[src/rtl/bus_arb_pkg.sv]
// Shared types and constants for the two-master split-transaction bus arbiter.
package bus_arb_pkg;

    typedef enum logic [2:0] {
        IDLE       = 3'd0,
        M1_GNT     = 3'd1,
        M2_GNT     = 3'd2,
        TURNAROUND = 3'd3,
        TIMEOUT    = 3'd4
    } arb_state_t;

    localparam int M1_IDX      = 0;
    localparam int M2_IDX      = 1;
    localparam int NUM_MASTERS = 2;

    localparam int DEFAULT_TIMEOUT_CYCLES = 255;
    localparam int DEFAULT_CNT_W          = 8;

    // Round-robin tie winner: the master that did not hold the bus last.
    function automatic logic rr_winner(input logic last_idx);
        return ~last_idx;
    endfunction

endpackage

[src/rtl/grant_hold_timer.sv]
// Grant-hold counter: synchronous clear, count enable, saturates at
// TIMEOUT_CYCLES-1 and flags that terminal value.
module grant_hold_timer #(
    parameter int CNT_W          = 8,
    parameter int TIMEOUT_CYCLES = 255
) (
    input  logic clk,
    input  logic reset,
    input  logic clear,
    input  logic enable,
    output logic terminal
);

    localparam logic [CNT_W-1:0] TC_VAL = CNT_W'(TIMEOUT_CYCLES - 1);

    logic [CNT_W-1:0] count_reg;
    logic [CNT_W-1:0] count_next;

    always_comb begin
        count_next = count_reg;
        if (clear) begin
            count_next = '0;
        end else if (enable && (count_reg != TC_VAL)) begin
            count_next = count_reg + CNT_W'(1);
        end
    end

    always_ff @(posedge clk or negedge reset) begin
        if (!reset) begin
            count_reg <= '0;
        end else begin
            count_reg <= count_next;
        end
    end

    assign terminal = (count_reg == TC_VAL);

endmodule

[src/rtl/bus_arbiter_split.sv]
// Two-master round-robin bus arbiter with split-transaction parking and a
// grant-hold watchdog. Define ARB_FIXED_PRIORITY_EN to make M1 win every tie.
module bus_arbiter_split
    import bus_arb_pkg::*;
#(
    parameter int TIMEOUT_CYCLES = DEFAULT_TIMEOUT_CYCLES,
    parameter int CNT_W          = DEFAULT_CNT_W
) (
    input  logic       clk,
    input  logic       reset,
    input  logic       m1_req,
    input  logic       m2_req,
    input  logic       m1_release,
    input  logic       m2_release,
    input  logic       bus_split,
    input  logic [1:0] split_release,
    output logic       m1_grant,
    output logic       m2_grant,
    output logic       bus_busy,
    output logic       timeout_flag,
    output logic [1:0] split_pending,
    output logic [2:0] arbiter_state
);

    arb_state_t state_reg;
    arb_state_t state_next;
    logic       last_reg;       // index of the master granted most recently
    logic       last_next;
    logic [NUM_MASTERS-1:0] split_reg;
    logic [NUM_MASTERS-1:0] split_next;
    logic [NUM_MASTERS-1:0] split_set;
    logic [NUM_MASTERS-1:0] req;
    logic [NUM_MASTERS-1:0] elig;
    logic       grant_entry;
    logic       in_grant;
    logic       terminal;

    assign req  = {m2_req, m1_req};
    assign elig = req & ~split_reg;

    always_comb begin
        state_next  = state_reg;
        last_next   = last_reg;
        split_set   = '0;
        grant_entry = 1'b0;
        case (state_reg)
            IDLE: begin
                if (elig[M1_IDX] && elig[M2_IDX]) begin
`ifdef ARB_FIXED_PRIORITY_EN
                    state_next = M1_GNT;
`else
                    state_next = (rr_winner(last_reg) == 1'(M1_IDX)) ? M1_GNT : M2_GNT;
`endif
                end else if (elig[M1_IDX]) begin
                    state_next = M1_GNT;
                end else if (elig[M2_IDX]) begin
                    state_next = M2_GNT;
                end
                if (state_next == M1_GNT) begin
                    grant_entry = 1'b1;
                    last_next   = 1'(M1_IDX);
                end else if (state_next == M2_GNT) begin
                    grant_entry = 1'b1;
                    last_next   = 1'(M2_IDX);
                end
            end
            M1_GNT: begin
                if (bus_split) begin
                    split_set[M1_IDX] = 1'b1;
                    state_next        = TURNAROUND;
                end else if (m1_release) begin
                    state_next = TURNAROUND;
                end else if (terminal) begin
                    state_next = TIMEOUT;
                end
            end
            M2_GNT: begin
                if (bus_split) begin
                    split_set[M2_IDX] = 1'b1;
                    state_next        = TURNAROUND;
                end else if (m2_release) begin
                    state_next = TURNAROUND;
                end else if (terminal) begin
                    state_next = TIMEOUT;
                end
            end
            TURNAROUND: state_next = IDLE;
            TIMEOUT:    state_next = IDLE;
            default:    state_next = IDLE;
        endcase
    end

    // A park request in the same cycle as its un-park wins.
    genvar gi;
    generate
        for (gi = 0; gi < NUM_MASTERS; gi++) begin : g_split
            assign split_next[gi] = split_set[gi] | (split_reg[gi] & ~split_release[gi]);
        end
    endgenerate

    always_ff @(posedge clk or negedge reset) begin
        if (!reset) begin
            state_reg <= IDLE;
            last_reg  <= 1'(M2_IDX);
            split_reg <= '0;
        end else begin
            state_reg <= state_next;
            last_reg  <= last_next;
            split_reg <= split_next;
        end
    end

    assign in_grant = (state_reg == M1_GNT) || (state_reg == M2_GNT);

    grant_hold_timer #(
        .CNT_W          (CNT_W),
        .TIMEOUT_CYCLES (TIMEOUT_CYCLES)
    ) u_hold_timer (
        .clk      (clk),
        .reset    (reset),
        .clear    (grant_entry),
        .enable   (in_grant),
        .terminal (terminal)
    );

    assign m1_grant      = (state_reg == M1_GNT);
    assign m2_grant      = (state_reg == M2_GNT);
    assign bus_busy      = in_grant;
    assign timeout_flag  = (state_reg == TIMEOUT);
    assign split_pending = split_reg;
    assign arbiter_state = state_reg;

endmodule

[config.mk]
export PLATFORM = sky130hd
export DESIGN_NAME = bus_arbiter_split
export DESIGN_NICKNAME = d
export VERILOG_FILES = /design/src/rtl/bus_arb_pkg.sv /design/src/rtl/grant_hold_timer.sv /design/src/rtl/bus_arbiter_split.sv
export SDC_FILE = /design/constraint.sdc
export NUM_CORES = 1
export LEC_CHECK = 0
export BUFFER_PORTS_ARGS = -buffer_cell sky130_fd_sc_hd__buf_2
export CAP_MARGIN = 10
export CORE_MARGIN = 4
export CORE_UTILIZATION = 36
export CTS_BUF_LIST = sky130_fd_sc_hd__clkbuf_4 sky130_fd_sc_hd__clkbuf_8
export DETAILED_ROUTE_END_ITERATION = 8
export HOLD_SLACK_MARGIN = 0.03
export PLACE_DENSITY = 0.66
export REMOVE_ABC_BUFFERS = 1
export SYNTH_ARGS = -nofsm -noshare
export SYNTH_HDL_FRONTEND = slang
export SYNTH_SLANG_ARGS = --single-unit
[constraint.sdc]
create_clock -name clk -period 3.1 [get_ports clk]
set_clock_uncertainty 0.05 [all_clocks]
set_input_delay 0.62 -clock clk [delete_from_list [all_inputs] [get_ports clk]]
set_output_delay 0.62 -clock clk [all_outputs]
set_load 0.01 [all_outputs]
==> metrics, run 1 <==
First DRT Iteration DRCs 20; largest net degree at the start of global routing 15; WP data required about 2.4 ns; Hold Vio Cnt, Final 0; Post-CTS Hold Buffers 0; Post-synth EDFFs 0; Global Route Usage Sum between 10% and 20%; Yosys cell types 29; routability-driven placement congestion ratio 0.762; Final WS setup between 1 and 1.5 ns; total power just over 800 uW; first-pass GRT wire length around 2.8 mm; VDD IR max 452 uV; Register Area between 300 and 400 um^2; crit end category output pin; dpl hpwl 1.22 mm; internal power 467 uW; area of the multi-input gates 389 um^2; Finished Cell Area about 900 um^2; number of global-route vias before repair 663; top_reg_cell synth dfrtp_1; Net Sw Frac 42.1%; Worst-Skew Late Latency 0.27 ns; Synth area leader dfrtp_1; Post-Syn Area 762 um^2; Resized cells post-CTS 0; Hold Path Class input pin to asynchronous set/reset pin; max reg flops 8; die area 0.00292 mm^2; top-area cell type share of the netlist area 42.7%; ANT nets after route 0; Fin Setup TNS 0 ns; final core utilization between 40% and 50%; FFs w/ async S/R, synth 100%; Power Dens Cells 894 mW/mm^2; highest cell delay on the worst timing path 0.44 ns; leakage power 0.435 nW; RSZ-0062 raised after global routing false; cell family with most CP delay flip-flops; WL/cell between 10 and 15 um; crit path time final 2.02 ns; Comb power frac 45.0%; grt total ovfl 0; layout cell share with drive strength beyond 1 between 20% and 30%; CTS tree done; # fillers 193; Initial Utilization 38.4%; I/O pin count 18; Post-route DRC 0; die width 54.0 um; DRT Pass-1 Iters 6; clk sink count 14; Setup CP Type flip-flop to output pin; Final period util around 65%; Clk pwr share 14.3%; fmax approximately 490 MHz; max cap viols 0; Antenna Cells 0; slowest stage cell on the critical path dfrtp_1; total number of vias 699; dpl cell area 871 um^2; Yosys reg bits 14; switching power 339 uW; Clock Path Buffers 2; standard cell core area 0.00198 mm^2; cell count after synthesis 83; ranking of synthesized cells by area dfrtp_1, nand2_1, dfstp_2; critical path arrival 1.35 ns; YS warnings 0; IO buf count 17; Final Net Count 114; Buf+Inv Stages, Crit Path 1; relative slew slack 74.0%; Seq pwr share 40.7%; FP Rows 16; antenna violations before repair 0; CTS buffer count 3; vias per cell 5.42; Total Wirelength 1.58 mm; Critical Path Source Type flip-flop; post-CTS setup buffer count 0; Slew Viols, Final 0; Critical Path, Cell by Cell xnor2_1 > nor2_1 > buf_2; syn_area_per_cell 9.18 um^2; Critical Path Fanout Max 6; clock-pin transition on the worst setup and hold timing paths ~0.09 ns; sequential share of the synthesized area 46.1%; worst slack, placed about 1.4 ns; status completed; Final setup viols 0; die height between 50 and 60 um; CTS root buf clkbuf_4; CTS H-tree depth 1; Synth-to-Final Area Change 18.2%; actual slew at the worst max-slew pin between 0.3 and 0.4 ns
## final timing paths
kind                                              to  cells past startpoint                 startpoint  slack [ns]
setup reg to reg           u_hold_timer.count_reg[1]                      5  u_hold_timer.count_reg[0]        1.52
hold / removal             u_hold_timer.count_reg[6]                      1                      reset        0.17
max in group asynchronous                   last_reg                      1                      reset        2.53
hold reg to reg                             last_reg                      2                   last_reg        0.42
min in group clk                            last_reg                      2                   last_reg        0.42
setup / recovery                            bus_busy                      3           arbiter_state[1]        1.08
## cell usage after synthesis (3+ instances only)
master,count
nand2_1,13
nand3_1,5
and3_1,3
nor2b_1,3
a311oi_1,3
o21ai_0,5
a31oi_1,4
nor2_1,5
inv_1,3
a21oi_1,3
nand2b_1,3
dfrtp_1,13
## worst reg2reg max path, stage by stage (launching register included)
cell and delay (ns):
dfrtp_1 0.44, inv_1 0.08, ha_1 0.21, and3_1 0.19, nand3_1 0.20, a311oi_1 0.32
## kinds of logic (layout without fill, tap and decap cells)
family,count (synthesis),count (layout),share of synthesized area (%)
mux,2,2,2.63
flops,14,14,46.1
simple gates,39,39,27.1
fa+ha+maj,2,2,3.28
xor+xnor,1,1,1.15
compound gates,20,20,16.9
buf+inv,5,24,2.79
## power by group through the flow
stage          Clock, mW  Combinational, mW  Sequential (mW)
6_report           0.115              0.362            0.328
5_1_grt            0.130              0.413            0.342
3_3_place_gp           0              0.356            0.327
3_5_place_dp           0              0.365            0.331
4_1_cts            0.120              0.368            0.328
2_1_floorplan          0              0.250            0.326
## area by class of cell
type / instances / area share [%]
Clock buffer: 4 / 3.33
Inverter: 3 / 1.25
Multi-Input combinational cell: 64 / 43.2
Sequential cell: 14 / 39.0
Tap cell: 27 / 3.75
Timing Repair Buffer: 17 / 9.44
## through the flow
stage               instances  hold WS, ns
CTS                       129        0.174
detailed placement        125        0.411
global placement          125        0.409
floorplan                  81        0.274
global route              129        0.183
finish                    129        0.173
## layer usage
| metal | GRT usage [%] | vias to the layer above | wire (um) |
|---|---|---|---|
| li1 | - | 342 | - |
| met1 | 15.1 | 334 | 644 |
| met2 | 23.6 | 23 | 838 |
| met3 | 3.32 | 0 | 100 |
| met4 | 4.98 | 0 | 0 |
| met5 | 0 | - | 0 |
## placed cells by master (no fill, tap or decap), types with 2 or more instances in the layout
master / instances
and3_1: 3
nand2b_1: 3
ha_1: 2
a311oi_1: 3
dfrtp_1: 13
buf_2: 17
o21a_1: 2
nand2_1: 13
a21oi_1: 3
clkbuf_4: 4
a31oi_1: 4
nor2b_1: 3
mux2i_1: 2
nor2_1: 5
o21ai_0: 5
nand3_1: 5
inv_1: 3
No activity file was read; power rests on OpenSTA's default activity.
==> run 2: changes to the inputs <==
Settings changed: PLACE_DENSITY 0.66 to 0.68.
Clock period 3.1 ns to 1.6 ns, I/O delays scaled along.
==> metrics, run 2 (synthesis gave the netlist of run 1 again) <==
crit path time final 1.61 ns; max cap viols 0; layout cell share with drive strength beyond 1 38.4%; routability-driven placement congestion ratio 0.822; Final Net Count roughly 120; DRT Pass-1 Iters 2; Clock Path Buffers 2; leakage power 0.488 nW; RSZ-0062 raised after global routing true; vias per cell 5.21; number of global-route vias before repair 708; Antenna Cells 0; die height 54.0 um; VDD IR max 979 uV; Crit path depth 3; worst slack, placed 0.0459 ns; Setup CP Type flip-flop to output pin; largest net degree at the start of global routing 15; Synth-to-Final Area Change 35.1%; worst hold start split_release[0]; final hold slack 0.159 ns; Power Dens Cells 1790 mW/mm^2; Hold Vio Cnt, Final 0; WL/cell 12.9 um; IO buf count 17; Hold Path Class input pin to flip-flop; Critical Path Fanout Max 4; r2r setup slk about 0.12 ns; I/O pin count 18; first-pass GRT wire length 2.99 mm; WP data required ~1.2 ns; die area 0.00292 mm^2; actual slew at the worst max-slew pin 0.355 ns; dpl hpwl 1.27 mm; total number of vias 724; clock-pin transition on the worst setup and hold timing paths 0.09 ns; CTS tree done; Reg2Reg Depth 6; FP Rows 16; critical path arrival 1.24 ns; Hold Crit Depth 2; Post-route DRC 0; commonest cells after routing, fill and taps aside buf_2, nand2_1, dfrtp_1; Buf+Inv Stages, Crit Path 1; fmax 621 MHz; max reg flops 8; CTS H-tree depth 1; reg2reg start u_hold_timer.count_reg[0]; Final WS setup -0.0104 ns; failing checks negative setup slack; grt total ovfl 0; slowest stage cell on the critical path dfrtp_2; Global Route Usage Sum 13.8%; CTS root buf clkbuf_4; commonest non-fill, non-tap cell in the layout buf_2; cell family with most CP delay flip-flops; relative slew slack 76.2%; Slew Viols, Final 0; final core utilization 52.0%; antenna violations before repair 0; Worst-Skew Late Latency roughly 0.28 ns; reg2reg end u_hold_timer.count_reg[0]; Hold Crit Endpoint split_pending[0]; CTS buffer count 3; Final setup viols 1; Critical Path, Cell by Cell nand2b_1 > nor2_2 > buf_2; Total Wirelength roughly 1.8 mm; highest cell delay on the worst timing path 0.45 ns; Critical Path Source Type flip-flop; clk sink count 14; crit end category output pin; First DRT Iteration DRCs 13; ANT nets after route 0; status complete, but fails checks; standard cell core area 0.00198 mm^2; Fin Setup TNS -0.0104 ns; Initial Utilization 38.4%; Final period util 101%; die width 54.0 um
-- run 2: report_power, final --
group          switching (mW)  total, mW  internal (mW)
Clock                   0.121      0.259          0.138
Sequential              0.136      0.635          0.499
Combinational           0.484      0.945          0.461
Total                   0.741       1.84           1.10
-- run 2: final cells by class --
| cell class | instances | area [um^2] |
|---|---|---|
| well taps | 27 | 33.8 |
| inverters | 3 | 11.3 |
| flip-flops and latches | 14 | 355 |
| fillers | 198 | 952 |
| clock buffers | 4 | 36.3 |
| multi-input cells | 64 | 427 |
| repair buffers | 27 | 166 |
-- run 2: worst max-delay path by stage --
stage	startpoint	endpoint	slack, ns
after floorplan	arbiter_state[1]	u_hold_timer.count_reg[5]	0.21
after global placement	u_hold_timer.count_reg[0]	u_hold_timer.count_reg[1]	0.08
after detailed placement	u_hold_timer.count_reg[0]	u_hold_timer.count_reg[0]	0.05
after CTS	arbiter_state[1]	timeout_flag	-0.01
after global routing	arbiter_state[1]	m1_grant	-0.05
final	arbiter_state[1]	m1_grant	-0.01
-- run 2: worst reg2reg max path, delay by kind of cell (launching register included) --
| family | cells | cell delay [ns] |
|---|---|---|
| simple gates | 3 | 0.45 |
| mux | 1 | 0.18 |
| buf+inv | 1 | 0.07 |
| flops | 1 | 0.45 |
| fa+ha+maj | 1 | 0.21 |
-- run 2: timing repair --
item | 4_1_cts | 5_1_grt
hold buffers | 1 | 0
gates resized for setup | 5 | 8
setup buffers | 3 | 2
endpoints found under the setup margin | 3 | 12
pin swaps | 1 | 2
hold endpoints to repair | 13 | 0
-- run 2: through the flow --
step | power (mW) | instance area [um^2] | cells
after floorplan | 1.12 | 752 | 81
after global placement | 1.38 | 901 | 129
after detailed placement | 1.40 | 901 | 129
after CTS | 1.75 | 985 | 137
after global routing | 1.99 | 1030 | 139
final | 1.84 | 1030 | 139
-- run 2: per-layer routing --
layer | track usage [%] | routed length (um) | vias up
met3 | 2.77 | 78 | 0
li1 | - | - | 359
met5 | 0 | 0 | -
met1 | 16.6 | 820 | 350
met4 | 3.73 | 0 | 0
met2 | 24.6 | 890 | 15
==> run 3: changes to the inputs <==
Settings changed: CELL_PAD_IN_SITES_DETAIL_PLACEMENT from default to 0, CELL_PAD_IN_SITES_GLOBAL_PLACEMENT from default to 1, PLACE_DENSITY 0.68 to 0.84.
==> metrics, run 3 (synthesis gave the netlist of run 1 again) <==
status completed; Initial Utilization 38.4%; Antenna Cells 0; commonest cells after routing, fill and taps aside buf_2, nand2_1, buf_4, dfrtp_1; Worst-Skew Late Latency 0.29 ns; Power Dens Cells 1900 mW/mm^2; total number of vias 727; Hold Path Class input pin to flip-flop; max reg flops 8; clk sink count 14; Finished Cell Area 0.00112 mm^2; DRT Pass-1 Iters 4; Final Net Count 127; met3 GRT Util approximately 5.5%; crit path time final approximately 1.6 ns; Post-route DRC 0; Final WS setup 0.00528 ns; final core utilization between 50% and 60%; Synth-to-Final Area Change 46.8%; total power 2.12 mW; vias per cell 5.12; ANT nets after route 0; layout cell share with drive strength beyond 1 45.2%; slowest stage cell on the critical path dfrtp_2; actual slew at the worst max-slew pin between 0.3 and 0.4 ns; first-pass GRT wire length 2.93 mm; CTS H-tree depth 1; die width 54.0 um; FP Rows 16; leakage power 0.525 nW; Critical Path, Cell by Cell buf_6 > nor3b_2 > buf_2; I/O pin count 18; CTS buffer count 3; Total Wirelength 1.98 mm; number of global-route vias before repair ~700; Critical Path Source Type flip-flop; Setup CP Type flip-flop to output pin; Clock Path Buffers 2; CTS tree done; CTS root buf clkbuf_4; critical path startpoint arbiter_state[0]; M1 GR Usage 16.7%; worst hold start split_release[0]; highest cell delay on the worst timing path 0.49 ns; largest net degree at the start of global routing 15; antenna violations before repair 0; met2 Resource Use GR between 20% and 30%; final hold slack around 0.14 ns; grt total ovfl 0; clock-pin transition on the worst setup and hold timing paths about 0.09 ns; IO buf count 17; die area around 0.0029 mm^2; fmax roughly 630 MHz; Critical Path Fanout Max 5; max cap viols 0; Slew Viols, Final 0; RSZ-0062 raised after global routing true; Global Route Usage Sum between 10 and 15%; First DRT Iteration DRCs 5; WL/cell 13.9 um; VDD IR max about 1100 uV; reg2reg start u_hold_timer.count_reg[0]; dpl cell area 908 um^2; GRT busiest layer met2; relative slew slack 78.1%; crit end category output pin; commonest non-fill, non-tap cell in the layout buf_2; # fillers 176; dpl hpwl 1.30 mm; standard cell core area around 0.0020 mm^2; WP data required 1.23 ns; Hold Vio Cnt, Final 0; Final setup viols 0; worst slack, placed -0.0102 ns; critical path arrival 1.22 ns; routability-driven placement congestion ratio 0.765; die height 54.0 um; Final period util 99.7%
## run 3: cell count changes in the layout (fill, tap and decap cells not counted), moves of 2 or more
| cell | before | now |
|---|---|---|
| nor2_2 | 3 | 1 |
| nor2_4 | 0 | 2 |
| nand2b_4 | 0 | 2 |
| nand2b_1 | 3 | 1 |
| buf_6 | 1 | 4 |
## run 3: repair_timing
action                                  4_1_cts  5_1_grt
setup buffers                                 1        6
pin swaps                                     0        3
gates resized for setup                       6       19
endpoints found under the setup margin        6       10
hold buffers                                  1        0
hold endpoints to repair                     13        0
## run 3: through the flow
| step | std cells | TNS (ns) |
|---|---|---|
| after detailed placement | 130 | -0.0102 |
| after global routing | 142 | -0.204 |
| after floorplan | 81 | 0 |
| after CTS | 136 | -0.0111 |
| after global placement | 130 | 0 |
| final | 142 | 0 |
## run 3: path summary, 6_finish.rpt
kind	end	slack, ns	cells past startpoint
max reg2reg	u_hold_timer.count_reg[0]	0.09	6
max in group asynchronous	last_reg	0.81	2
min reg2reg	last_reg	0.43	2
min	split_pending[0]	0.14	2
min in group asynchronous	u_hold_timer.count_reg[7]	0.39	2
max	timeout_flag	0.005	3
## run 3: power by group
| part | switching (mW) | internal [mW] |
|---|---|---|
| Combinational | 0.550 | 0.639 |
| Clock | 0.127 | 0.139 |
| Sequential | 0.170 | 0.499 |
| Total | 0.847 | 1.28 |
## run 3: critical path: cells and delay by family (launching register included)
kind / cells / cell delay [ns]
buffers and inverters: 2 / 0.30
flip-flops: 1 / 0.49
AND/OR/NAND/NOR: 1 / 0.15
## run 3: cell type report
class	count	area [um^2]	share of cell area, %
well taps	27	33.8	3.02
multi-input cells	64	478	42.7
flip-flops and latches	14	357	31.9
inverters	3	11.3	1.01
repair buffers	30	203	18.1
clock buffers	4	36.3	3.24
## run 3: per-layer routing
layer / part of all wire [%] / wire length (um)
met3: 6.6 / 131
met5: 0 / 0
met4: 1.5 / 29
met2: 52 / 1020
met1: 40 / 791
